## config.mk

```make
export PLATFORM = sky130hd
export DESIGN_NAME = load_store_unit_flat
export DESIGN_NICKNAME = d
export VERILOG_FILES = /design/src/rtl/load_store_unit_pkg.sv /design/src/rtl/load_store_unit_if.sv /design/src/rtl/load_store_unit_load_align.sv /design/src/rtl/load_store_unit.sv /design/src/flat_wrapper.sv
export SDC_FILE = /design/constraint.sdc
export NUM_CORES = 1
export LEC_CHECK = 0
export CORE_MARGIN = 3
export CORE_UTILIZATION = 35
export DETAILED_ROUTE_END_ITERATION = 7
export GPL_ROUTABILITY_DRIVEN = 0
export PLACE_DENSITY = 0.74
export SLEW_MARGIN = 20
export SYNTH_ARGS = -nofsm -noshare
export SYNTH_HDL_FRONTEND = slang
export SYNTH_HIERARCHICAL = 1
export SYNTH_SLANG_ARGS = --single-unit
```

## constraint.sdc

```tcl
create_clock -name clk -period 5.5 [get_ports clk]
set_clock_uncertainty 0.05 [all_clocks]
set_input_delay 0.825 -clock clk [delete_from_list [all_inputs] [get_ports clk]]
set_output_delay 0.825 -clock clk [all_outputs]
set_load 0.005 [all_outputs]
```

## src/rtl/load_store_unit_pkg.sv

```systemverilog
// Shared types for the load/store unit: access size, FSM state, latched
// request, registered bus and response bundles, plus the alignment rule.
package load_store_unit_pkg;

   // Encoding matches funct3[1:0] of the load/store instructions.
   typedef enum logic [1:0] {
      MEM_BYTE = 2'd0,
      MEM_HALF = 2'd1,
      MEM_WORD = 2'd2
   } mem_size_t;

   typedef enum logic [1:0] {
      LSU_IDLE,
      LSU_BUS,
      LSU_RESP
   } lsu_state_t;

   // Only the request fields still needed after the bus outputs are loaded.
   typedef struct packed {
      logic       is_store;
      mem_size_t  size;
      logic       is_unsigned;
      logic [1:0] addr_lo;
      logic [4:0] rd;
   } lsu_req_t;

   typedef struct packed {
      logic        req;
      logic        we;
      logic [31:0] addr;
      logic [3:0]  be;
      logic [31:0] wdata;
   } lsu_bus_t;

   typedef struct packed {
      logic        valid;
      logic [31:0] data;
      logic [4:0]  rd;
      logic        error;
   } lsu_resp_t;

   // Size code 3 is illegal and reported the same way as a misalignment.
   function automatic logic is_aligned(mem_size_t size, logic [1:0] addr_lo);
      case (size)
         MEM_BYTE: return 1'b1;
         MEM_HALF: return ~addr_lo[0];
         MEM_WORD: return (addr_lo == 2'b00);
         default:  return 1'b0;
      endcase
   endfunction

endpackage

```

## src/rtl/load_store_unit_if.sv

```systemverilog
// Interfaces around the load/store unit.
//   lsu_req_if : execute stage (master) -> load/store unit (slave),
//                request handshake plus writeback response.
//   lsu_mem_if : load/store unit (master) -> data memory (slave),
//                single-outstanding req/ack bus.
interface lsu_req_if;
   logic        req_valid;
   logic        req_ready;
   logic        req_is_store;
   logic [1:0]  req_size;
   logic        req_is_unsigned;
   logic [31:0] req_addr;
   logic [31:0] req_wdata;
   logic [4:0]  req_rd;
   logic        resp_valid;
   logic [31:0] resp_data;
   logic [4:0]  resp_rd;
   logic        resp_error;

   modport master (
      output req_valid, req_is_store, req_size, req_is_unsigned,
             req_addr, req_wdata, req_rd,
      input  req_ready, resp_valid, resp_data, resp_rd, resp_error
   );

   modport slave (
      input  req_valid, req_is_store, req_size, req_is_unsigned,
             req_addr, req_wdata, req_rd,
      output req_ready, resp_valid, resp_data, resp_rd, resp_error
   );
endinterface

interface lsu_mem_if;
   logic        mem_req;
   logic        mem_we;
   logic [31:0] mem_addr;
   logic [3:0]  mem_be;
   logic [31:0] mem_wdata;
   logic        mem_ack;
   logic [31:0] mem_rdata;

   modport master (
      output mem_req, mem_we, mem_addr, mem_be, mem_wdata,
      input  mem_ack, mem_rdata
   );

   modport slave (
      input  mem_req, mem_we, mem_addr, mem_be, mem_wdata,
      output mem_ack, mem_rdata
   );
endinterface

```

## src/rtl/load_store_unit_load_align.sv

```systemverilog
// lsu_load_align: picks the addressed byte/half lane out of a bus word and
// sign- or zero-extends it to 32 bits. Purely combinational.
//   rdata       : raw word from the data bus
//   addr_lo     : byte offset of the access within the word
//   size        : access size
//   is_unsigned : zero-extend instead of sign-extend
//   data        : extended load result
module lsu_load_align
   import load_store_unit_pkg::*;
(
   input  logic [31:0] rdata,
   input  logic [1:0]  addr_lo,
   input  mem_size_t   size,
   input  logic        is_unsigned,
   output logic [31:0] data
);

   logic [7:0]  lane_b;
   logic [15:0] lane_h;

   always_comb begin
      case (addr_lo)
         2'd0:    lane_b = rdata[7:0];
         2'd1:    lane_b = rdata[15:8];
         2'd2:    lane_b = rdata[23:16];
         default: lane_b = rdata[31:24];
      endcase
      // Halfwords reaching here are aligned, so only addr_lo[1] matters.
      lane_h = addr_lo[1] ? rdata[31:16] : rdata[15:0];

      case (size)
         MEM_BYTE: data = {{24{~is_unsigned & lane_b[7]}}, lane_b};
         MEM_HALF: data = {{16{~is_unsigned & lane_h[15]}}, lane_h};
         MEM_WORD: data = rdata;
         default:  data = '0;
      endcase
   end

endmodule

```

## src/rtl/load_store_unit.sv

```systemverilog
// load_store_unit: memory stage behind the ALU. Accepts one load/store at a
// time, drives a req/ack data bus with aligned address, byte enables and
// lane-replicated store data, and returns extended load data with its tag.
//   clk, reset : clock, asynchronous active-high reset
//   req        : lsu_req_if.slave  - request handshake and writeback response
//   mem        : lsu_mem_if.master - data memory bus
//   TIMEOUT_CYCLES : bus cycles to wait for mem_ack before erroring (0 = never)
//
// state    | meaning
// ---------+-----------------------------------------------------------
// LSU_IDLE | req_ready high, waiting for req_valid
// LSU_BUS  | mem_req held with stable bus outputs until ack or timeout
// LSU_RESP | resp_valid pulse for one cycle, no request accepted
module load_store_unit
   import load_store_unit_pkg::*;
#(
   parameter int unsigned TIMEOUT_CYCLES = 1024
) (
   input  logic       clk,
   input  logic       reset,
   lsu_req_if.slave   req,
   lsu_mem_if.master  mem
);

   localparam int unsigned CNT_W = (TIMEOUT_CYCLES > 1) ? $clog2(TIMEOUT_CYCLES) : 1;
   localparam logic [CNT_W-1:0] CNT_LAST =
      CNT_W'((TIMEOUT_CYCLES > 0) ? TIMEOUT_CYCLES - 1 : 0);

   lsu_state_t       state_q, state_n;
   lsu_req_t         req_q, req_n;
   lsu_bus_t         bus_q, bus_n;
   lsu_resp_t        resp_q, resp_n;
   logic [CNT_W-1:0] cnt_q, cnt_n;

   mem_size_t   in_size;
   logic [3:0]  in_be;
   logic [31:0] in_wdata;
   logic [31:0] load_data;

   assign in_size = mem_size_t'(req.req_size);

   always_comb begin
      in_be    = '0;
      in_wdata = req.req_wdata;
      case (in_size)
         MEM_BYTE: begin
            in_be    = 4'b0001 << req.req_addr[1:0];
            in_wdata = {4{req.req_wdata[7:0]}};
         end
         MEM_HALF: begin
            in_be    = 4'b0011 << req.req_addr[1:0];
            in_wdata = {2{req.req_wdata[15:0]}};
         end
         MEM_WORD: begin
            in_be    = 4'b1111;
            in_wdata = req.req_wdata;
         end
         default: begin
            in_be    = '0;
            in_wdata = req.req_wdata;
         end
      endcase
   end

   lsu_load_align u_align (
      .rdata       (mem.mem_rdata),
      .addr_lo     (req_q.addr_lo),
      .size        (req_q.size),
      .is_unsigned (req_q.is_unsigned),
      .data        (load_data)
   );

   always_ff @(posedge clk or posedge reset) begin
      if (reset) begin
         state_q <= LSU_IDLE;
         req_q   <= '0;
         bus_q   <= '0;
         resp_q  <= '0;
         cnt_q   <= '0;
      end else begin
         state_q <= state_n;
         req_q   <= req_n;
         bus_q   <= bus_n;
         resp_q  <= resp_n;
         cnt_q   <= cnt_n;
      end
   end

   always_comb begin
      state_n = state_q;
      req_n   = req_q;
      bus_n   = bus_q;
      resp_n  = resp_q;
      cnt_n   = cnt_q;

      case (state_q)
         LSU_IDLE: begin
            if (req.req_valid) begin
               req_n.is_store    = req.req_is_store;
               req_n.size        = in_size;
               req_n.is_unsigned = req.req_is_unsigned;
               req_n.addr_lo     = req.req_addr[1:0];
               req_n.rd          = req.req_rd;
               if (is_aligned(in_size, req.req_addr[1:0])) begin
                  state_n     = LSU_BUS;
                  cnt_n       = '0;
                  bus_n.req   = 1'b1;
                  bus_n.we    = req.req_is_store;
                  bus_n.addr  = {req.req_addr[31:2], 2'b00};
                  bus_n.be    = in_be;
                  bus_n.wdata = in_wdata;
               end else begin
                  state_n      = LSU_RESP;
                  resp_n.valid = 1'b1;
                  resp_n.data  = '0;
                  resp_n.rd    = req.req_rd;
                  resp_n.error = 1'b1;
               end
            end
         end

         LSU_BUS: begin
            // Ack is checked first so it wins over a timeout in the same cycle.
            if (mem.mem_ack) begin
               state_n      = LSU_RESP;
               bus_n        = '0;
               resp_n.valid = 1'b1;
               resp_n.data  = req_q.is_store ? 32'h0 : load_data;
               resp_n.rd    = req_q.rd;
               resp_n.error = 1'b0;
            end else if (TIMEOUT_CYCLES != 0 && cnt_q == CNT_LAST) begin
               state_n      = LSU_RESP;
               bus_n        = '0;
               resp_n.valid = 1'b1;
               resp_n.data  = '0;
               resp_n.rd    = req_q.rd;
               resp_n.error = 1'b1;
            end else begin
               cnt_n = cnt_q + 1'b1;
            end
         end

         LSU_RESP: begin
            state_n      = LSU_IDLE;
            resp_n.valid = 1'b0;
            resp_n.data  = '0;
            resp_n.error = 1'b0;
         end

         default: state_n = LSU_IDLE;
      endcase
   end

   assign req.req_ready  = (state_q == LSU_IDLE);
   assign req.resp_valid = resp_q.valid;
   assign req.resp_data  = resp_q.data;
   assign req.resp_rd    = resp_q.rd;
   assign req.resp_error = resp_q.error;

   assign mem.mem_req   = bus_q.req;
   assign mem.mem_we    = bus_q.we;
   assign mem.mem_addr  = bus_q.addr;
   assign mem.mem_be    = bus_q.be;
   assign mem.mem_wdata = bus_q.wdata;

endmodule

```

## src/flat_wrapper.sv

```systemverilog
// flat-port wrapper written by rule: the top's interface ports become plain ports
module load_store_unit_flat import load_store_unit_pkg::*;
#(
   parameter int unsigned TIMEOUT_CYCLES = 1024
)
  (clk, reset, req_req_valid, req_req_is_store, req_req_size, req_req_is_unsigned, req_req_addr, req_req_wdata, req_req_rd, req_req_ready, req_resp_valid, req_resp_data, req_resp_rd, req_resp_error, mem_mem_req, mem_mem_we, mem_mem_addr, mem_mem_be, mem_mem_wdata, mem_mem_ack, mem_mem_rdata);
  lsu_req_if req_i ();
  lsu_mem_if mem_i ();
  input  logic clk;
  input  logic reset;
  input wire logic [$bits(req_i.req_valid)-1:0] req_req_valid;
  input wire logic [$bits(req_i.req_is_store)-1:0] req_req_is_store;
  input wire logic [$bits(req_i.req_size)-1:0] req_req_size;
  input wire logic [$bits(req_i.req_is_unsigned)-1:0] req_req_is_unsigned;
  input wire logic [$bits(req_i.req_addr)-1:0] req_req_addr;
  input wire logic [$bits(req_i.req_wdata)-1:0] req_req_wdata;
  input wire logic [$bits(req_i.req_rd)-1:0] req_req_rd;
  output wire logic [$bits(req_i.req_ready)-1:0] req_req_ready;
  output wire logic [$bits(req_i.resp_valid)-1:0] req_resp_valid;
  output wire logic [$bits(req_i.resp_data)-1:0] req_resp_data;
  output wire logic [$bits(req_i.resp_rd)-1:0] req_resp_rd;
  output wire logic [$bits(req_i.resp_error)-1:0] req_resp_error;
  output wire logic [$bits(mem_i.mem_req)-1:0] mem_mem_req;
  output wire logic [$bits(mem_i.mem_we)-1:0] mem_mem_we;
  output wire logic [$bits(mem_i.mem_addr)-1:0] mem_mem_addr;
  output wire logic [$bits(mem_i.mem_be)-1:0] mem_mem_be;
  output wire logic [$bits(mem_i.mem_wdata)-1:0] mem_mem_wdata;
  input wire logic [$bits(mem_i.mem_ack)-1:0] mem_mem_ack;
  input wire logic [$bits(mem_i.mem_rdata)-1:0] mem_mem_rdata;
  assign req_i.req_valid = req_req_valid;
  assign req_i.req_is_store = req_req_is_store;
  assign req_i.req_size = req_req_size;
  assign req_i.req_is_unsigned = req_req_is_unsigned;
  assign req_i.req_addr = req_req_addr;
  assign req_i.req_wdata = req_req_wdata;
  assign req_i.req_rd = req_req_rd;
  assign req_req_ready = req_i.req_ready;
  assign req_resp_valid = req_i.resp_valid;
  assign req_resp_data = req_i.resp_data;
  assign req_resp_rd = req_i.resp_rd;
  assign req_resp_error = req_i.resp_error;
  assign mem_mem_req = mem_i.mem_req;
  assign mem_mem_we = mem_i.mem_we;
  assign mem_mem_addr = mem_i.mem_addr;
  assign mem_mem_be = mem_i.mem_be;
  assign mem_mem_wdata = mem_i.mem_wdata;
  assign mem_i.mem_ack = mem_mem_ack;
  assign mem_i.mem_rdata = mem_mem_rdata;
  load_store_unit #(.TIMEOUT_CYCLES(TIMEOUT_CYCLES)) u_core (.clk(clk), .reset(reset), .req(req_i), .mem(mem_i));
endmodule
```

==> impl_results.md <==
- Run status: complete, no violations
- Post-synthesis cell type count: 66
- Int Power: 3.185 mW
- Count of maximum capacitance violations: 0
- Routed Wire Length: 19320 um
- Peak Freq: 277.8 MHz
- Portion of synthesized cell area occupied by the leading cell type: 48.73%
- Area of the mapped netlist: 6675 sq um
- Drc violations: 0
- Async S/R FF share, synth: 100.0%
- Placeable core region: 18330 sq um
- Clock group share of total power: 27.4%
- Sequential cell area fraction in the yosys report: 48.73%
- Maximum VDD drop: 0.2215 mV
- Leakage power summed over all cells: 4.250 nW
- Antenna violations before repair: 0
- Number of synthesized register bits: 130
- Switching component of the power: 1.518 mW
- Tightest Pin Transition: 1.022 ns
- Max-slew violation count: 0
- Global route total overflow: 0
- Reg clk slew, reported paths: 0.06 ns
- Global-route wire length before repair: 30570 um
- Num Clock Sinks: 130
- Capturing element type of the critical path: flop
- Remaining antenna violation count: 0
- Cts hold-fix bufs: 0
- Worst-skew pair later-pin latency: 0.42 ns
- Shortest clock period the worst path allows after layout: 3.600 ns
- Maximum fanout along the worst path: 18
- Part of the total power dissipated in combinational logic: 40.3%
- Number of post-CTS setup repair buffers: 0
- DRT Pass-1 Iters: 5
- Setup TNS: 0 ns
- Cell with the most instances after synthesis: sky130_fd_sc_hd__dfrtp_1
- X dimension of the die: 144.1 um
- Setup violation total in the final timing report: 0
- Number of clock buffers inserted by TritonCTS: 17
- Startpoint types: primary input
- Top cells by area, synth: sky130_fd_sc_hd__dfrtp_1 49%, sky130_fd_sc_hd__mux2i_1 11%, sky130_fd_sc_hd__a22o_1 6.7%
- # resized after CTS: 0
- Synthesis-to-layout area growth: 43.92%
- Global Route Usage Sum: 18.74%
- Required time of the worst setup path: 5.78 ns
- Sw Share: 32.28%
- Maximum clock insertion buffer count: 2
- Worst slew margin relative to its limit: 31.49%
- TritonCTS clock tree: yes
- Post-synthesis cell count: 598
- Post-detailed-route wirelength per cell: 18.59 um
- Post-layout nets: 912
- Most frequent cells after synthesis: 130 x sky130_fd_sc_hd__dfrtp_1, 75 x sky130_fd_sc_hd__mux2i_1, 59 x sky130_fd_sc_hd__nand2_1
- Hold violation total from the final report: 0
- Worst hold margin: 0.4405 ns
- Arrival time of data at the critical path endpoint: 3.88 ns
- Count of warnings emitted by yosys: 6
- Number of I/O port buffers: 216
- Avg Cell Area, Syn: 11.16 sq um
- Standard-cell row count: 49
- Iter 0 DRT Violations: 448
- CTS HTree Levels: 4
- Detailed-route vias per instance: 5.289
- Sum of net half-perimeters after detailed placement: 13510 um
- Top cell type by total area after synthesis: sky130_fd_sc_hd__dfrtp_1
- Total Die Area: 20760 sq um
- Share of layout cells above drive strength 1: 8.272%
- Routed via count: 5495
- Setup repair after global routing missed its margin: false
- Largest net degree at the start of global routing: 69
- Antenna fix cells: 0
- Count of boundary I/O pins: 219
- Number of global-route vias before repair: 5712
- Fraction of power consumed by sequential logic: 32.4%
- Min-Delay Path Class: reg -> reg
- Initial standard-cell utilization of the core: 36.41%
- Total of fill cells in the finished design: 1624
- Cell at the root of the clock tree: sky130_fd_sc_hd__clkbuf_16
- Power Dens Cells: 489.6 nW/um^2
- EDFF count, synth: 0
- Flip-flop cell with the highest count after synthesis: sky130_fd_sc_hd__dfrtp_1
- Critical path type: in -> reg
- Die Height: 144.1 um
- Final worst path period share: 65.45%
## critical path, stage by stage
cell	delay (ns)
sky130_fd_sc_hd__clkdlybuf4s50_1	1.06
sky130_fd_sc_hd__nor2_4	0.21
sky130_fd_sc_hd__o31ai_1	0.43
sky130_fd_sc_hd__o211a_2	0.67
sky130_fd_sc_hd__buf_4	0.41
sky130_fd_sc_hd__mux2i_1	0.25
## worst paths after layout
| kind | startpoint | to | slack (ns) | cells after the start |
|---|---|---|---|---|
| setup / recovery | req_req_size[0] | u_core/req.resp_data[16] | 1.90 | 6 |
| hold / removal | u_core/mem.mem_req | u_core/mem.mem_req | 0.44 | 1 |
| setup reg to reg | u_core/state_q[1] | u_core/mem.mem_addr[29] | 2.42 | 6 |
| hold reg to reg | u_core/mem.mem_req | u_core/mem.mem_req | 0.44 | 1 |
| max in group asynchronous | reset | u_core/mem.mem_wdata[27] | 3.48 | 3 |
| min in group asynchronous | reset | u_core/req.resp_data[2] | 0.83 | 2 |
## cells by family (layout without fill, tap and decap cells)
kind of cell	count (synthesis)	count (layout)	synth area share (%)
buffers and inverters	85	296	6.804
XOR/XNOR	1	1	0.1312
flip-flops	130	130	48.73
AO/OA/AOI/OAI	171	171	20.69
AND/OR/NAND/NOR	115	115	8.679
other	1	2	0.05618
multiplexers	89	89	13.78
adder cells (fa/ha/maj)	6	6	1.125
## layer usage
layer	global-route usage, %	wire length, um	vias up
li1	-	-	2590
met1	24.65	8447	2670
met2	29.54	9027	212
met3	6.019	1475	23
met4	5.847	369	0
met5	0	0	-
## state kept, by name, summed over array words and instances, names as in the netlist
register / count
u_core/mem.mem_wdata: 32
u_core/req.resp_data: 32
u_core/mem.mem_addr: 30
u_core/req_q: 11
u_core/cnt_q: 10
u_core/req.resp_rd: 5
u_core/mem.mem_be: 4
u_core/state_q: 2
u_core/mem.mem_req: 1
u_core/mem.mem_we: 1
u_core/req.resp_error: 1
u_core/req.resp_valid: 1
## through the flow
stage          util [%]  instance area, sq um  worst slack, ns  power [mW]  cells
4_1_cts           52.41                  9607            1.878       4.752   1039
6_report          52.41                  9607            1.900       4.703   1039
3_3_place_gp      48.48                  8887            1.552       3.380   1005
3_5_place_dp      48.69                  8926            1.441       3.422   1007
5_1_grt           52.41                  9607            1.717       4.980   1039
2_1_floorplan         -                  6679            1.156       2.626    599
## placed cells by master (no fill, tap or decap), drive strengths merged, types with 17 or more instances in the layout
master           n
clkbuf          21
o21ai           21
mux2i           75
o2bb2ai         28
inv             38
nand2           59
dfrtp          130
a22o            51
clkdlybuf4s50  216
nor2            17
a211o           25
## cell type report
type	instances	area [sq um]	area share [%]
repair buffers	225	2253	23.46
multi-input cells	384	2984	31.06
flip-flops and latches	130	3253	33.86
clock buffers	21	480.5	5.001
well taps	229	286.5	2.983
inverters	39	148.9	1.550
clock inverters	11	200.2	2.084
## power by group through the flow
stage | Sequential (mW) | Clock (mW) | Combinational [mW]
3_5_place_dp | 1.52 | 0 | 1.90
4_1_cts | 1.52 | 1.32 | 1.91
5_1_grt | 1.56 | 1.36 | 2.05
2_1_floorplan | 1.47 | 0 | 1.16
3_3_place_gp | 1.52 | 0 | 1.86
6_report | 1.52 | 1.29 | 1.89
Note: power is estimated with default switching activity, not from simulation.
